[src/rtl/mux41.sv]
// Registered 4-to-1 selector: one of four WIDTH-bit sources, chosen by S,
// is captured with its select index and a valid flag on each enabled edge.
module mux41 #(
  parameter int WIDTH   = 1,
  parameter bit REG_OUT = 1'b1
) (
  input  logic             clk,
  input  logic             rst,
  input  logic             en,
  input  logic [1:0]       S,
  input  logic [WIDTH-1:0] D1,
  input  logic [WIDTH-1:0] D2,
  input  logic [WIDTH-1:0] D3,
  input  logic [WIDTH-1:0] D4,
  output logic [WIDTH-1:0] Y,
  output logic             Y_valid,
  output logic [1:0]       S_q
);

  logic [WIDTH-1:0] sel;

  // NOTE: the default arm makes the case full, so no latch can be inferred.
  always_comb begin
    case (S)
      2'b00:   sel = D1;
      2'b01:   sel = D2;
      2'b10:   sel = D3;
      default: sel = D4;
    endcase
  end

  // NOTE: sequential state uses non-blocking assignments so every register
  // samples pre-edge values; reset is synchronous and overrides en.
  always_ff @(posedge clk) begin
    if (rst) begin
      S_q     <= 2'b00;
      Y_valid <= 1'b0;
    end else if (en) begin
      S_q     <= S;
      Y_valid <= 1'b1;
    end
  end

  generate
    if (REG_OUT) begin : g_reg_out
      logic [WIDTH-1:0] y_q;

      always_ff @(posedge clk) begin
        if (rst)     y_q <= '0;
        else if (en) y_q <= sel;
      end

      assign Y = y_q;
    end else begin : g_comb_out
      // Combinational data path; only the side-band flags stay registered.
      assign Y = sel;
    end
  endgenerate

endmodule

[config.mk]
export PLATFORM = sky130hd
export DESIGN_NAME = mux41
export DESIGN_NICKNAME = d
export VERILOG_FILES = /design/src/rtl/mux41.sv
export SDC_FILE = /design/constraint.sdc
export NUM_CORES = 1
export LEC_CHECK = 0
export BUFFER_PORTS_ARGS = -buffer_cell sky130_fd_sc_hd__buf_2
export CAP_MARGIN = 10
export CORE_AREA = 8 8 45 47
export CTS_BUF_LIST = sky130_fd_sc_hd__clkbuf_4 sky130_fd_sc_hd__clkbuf_8
export CTS_CLUSTER_SIZE = 24
export DETAILED_ROUTE_END_ITERATION = 12
export DIE_AREA = 0 0 53 55
export SYNTH_ARGS = -nofsm -noshare
export SYNTH_HDL_FRONTEND = slang
export SYNTH_SLANG_ARGS = --single-unit
[constraint.sdc]
create_clock -name clk -period 1.76 [get_ports clk]
set_input_delay 0.264 -clock clk [delete_from_list [all_inputs] [get_ports clk]]
set_output_delay 0.264 -clock clk [all_outputs]
set_load 0.01 [all_outputs]
==> results_dict.tcl <==
set metrics [dict create \
    vias 177 \
    detail_route.wirelength_um 497 \
    htreeDepth 1 \
    ys_ff_latch 4 \
    path_class "reg -> out" \
    holdWs_ns 0.249 \
    drcViolationCount 0 \
    setup_violations 0 \
    grt_setup_unrepaired "false" \
    ir_drop_uv 238 \
    finalNonFillerCells 47 \
    die_h_um 55 \
    path_cells "buf_2" \
    hold_buffers 0 \
    crit_buf_inv 1 \
    antenna_found_initial 0 \
    cts_root_buf "clkbuf_4" \
    cts_tree "yes" \
    grt_use_total 0.0426 \
    grt_max_degree 7 \
    maxCapViolCount 0 \
    finish.instance_area_um2 278 \
    clk_path_buf_depth 2 \
    die-width_um 53 \
    period_needed_ns 0.953 \
    worstPathArrival_ns 0.69 \
    antenna_cells 0 \
    via_per_inst 3.77 \
    ys_types 7 \
    crit_path_end_kind "output port" \
    port_buffers 12 \
    leakage_uw 0.000138 \
    grt_pass1_vias 205 \
    relSlewSlack 0.882 \
    initial_core_util 0.127 \
    synthCells 16 \
    clock_latency_ns 0.24 \
    cp.depth 1 \
    ys_seq_area_frac 0.457 \
    dp_hpwl_um 425 \
    ioPinCount 13 \
    gp_congestion 0.601 \
    cts.clk_slew.worst_paths_ns 0.04 \
    routedWlPerCell_um 10.6 \
    power_density_nw_per_um2 919 \
    utilization 0.201 \
    clock_sinks 4 \
    ctsResizeCount 0 \
    syn_area_per_cell_um2 10.9 \
    crit_family "flip-flops" \
    dieArea_um2 2920 \
    hold_class "in -> reg" \
    worstPathRequired_ns 1.50 \
    grt_pass1_wl_um 828 \
    detail_route.first_pass.iterations 3 \
    final-hold-violation-count 0 \
    path_max_fanout 2 \
    drive_above_1_share 0.548 \
    antenna_left 0 \
    worst_pin_slew_ns 0.172 \
    nNetsFinal 42 \
    cts_buffers 3 \
    final_max_slew_viol_count 0 \
    outcome "finished, final reports clean" \
    hold_depth 2 \
    tns_ns 0 \
    rows 14 \
    grt_overflow 0 \
    yosysWarnings 0 \
    reg2reg_depth 2 \
    dpl_cell_area_um2 255 \
    synth_nets 25 \
    area_growth_pct 58.6 \
    placedCellCount 44 \
    fin_skew_ns 0 \
    drt_iter0_drc 2 \
    cts_setup_buffers 0 \
    fp.coreArea_um2 1380 \
    startpoint_type "flop" \
    slowest_delay_ns 0.32 \
    max_freq_mhz 1050 \
    post-route-period-util 0.542 \
    slowest_stage "dfxtp_1" \
    syn_area_um2 175 \
]
cells by family after synthesis:
logic type,after synthesis,share of synthesized area
simple gates,7,0.229
mux,4,0.229
compound gates,1,0.0857
flops,4,0.457
synth_stat cells (all sizes together):
library cell,n,share of area
nor2,4,0.086
nand3b,1,0.043
mux2i,4,0.23
or3b,2,0.10
o221ai,1,0.086
dfxtp,4,0.46
stage by stage:
step                      total power (µW)  setup WS, ns
final                                  255         0.807
after global routing                   268         0.765
after CTS                              262         0.790
after detailed placement               139         0.741
after global placement                 138         0.744
after floorplan                        118         0.819
per-layer routing:
| metal | track usage | share of wire |
|---|---|---|
| met5 | 0 | 0 |
| met4 | 0.0517 | 0.028 |
| met3 | 0.0401 | 0.18 |
| met2 | 0.0547 | 0.48 |
| met1 | 0.0350 | 0.31 |
flip-flops by register name, indices dropped and copies added, names as in the netlist:
register and flops:
S_q 2, Y_valid 1, Y 1
final timing paths:
check             slack (ns)       to     from
hold reg to reg         0.47  Y_valid  Y_valid
setup / recovery        0.81        Y        Y
hold / removal          0.25   S_q[0]      rst
setup reg to reg        0.85        Y        Y
cells in the final DEF (no fill, tap or decap):
master and count:
buf_2 12, dfxtp_1 4, mux2i_1 4, clkbuf_4 3, or3b_1 1, nand3b_1 1
o221ai_2 1, nor2_1 4, or3b_2 1
report_power, final:
| group | switching, µW | leakage (µW) | internal [µW] |
|---|---|---|---|
| sequential | 2.67 | 0.0000332 | 97.3 |
| clock | 42.3 | 0.0000138 | 76.6 |
| combinational | 17.4 | 0.0000913 | 19.1 |
| total | 62.4 | 0.000138 | 193 |
area by class of cell:
class	instances	area (µm²)
clock buffer	3	22.5
fill	155	1110
multi-input combinational	12	95.1
sequential	4	80.1
tap	16	20.0
timing repair buffer	12	60.1
worst reg2reg max path, stage by stage, from the launching register on:
cell and delay [ns]:
dfxtp_1 0.32, or3b_2 0.45, o221ai_2 0.06
No activity file was read; power rests on OpenSTA's default activity.
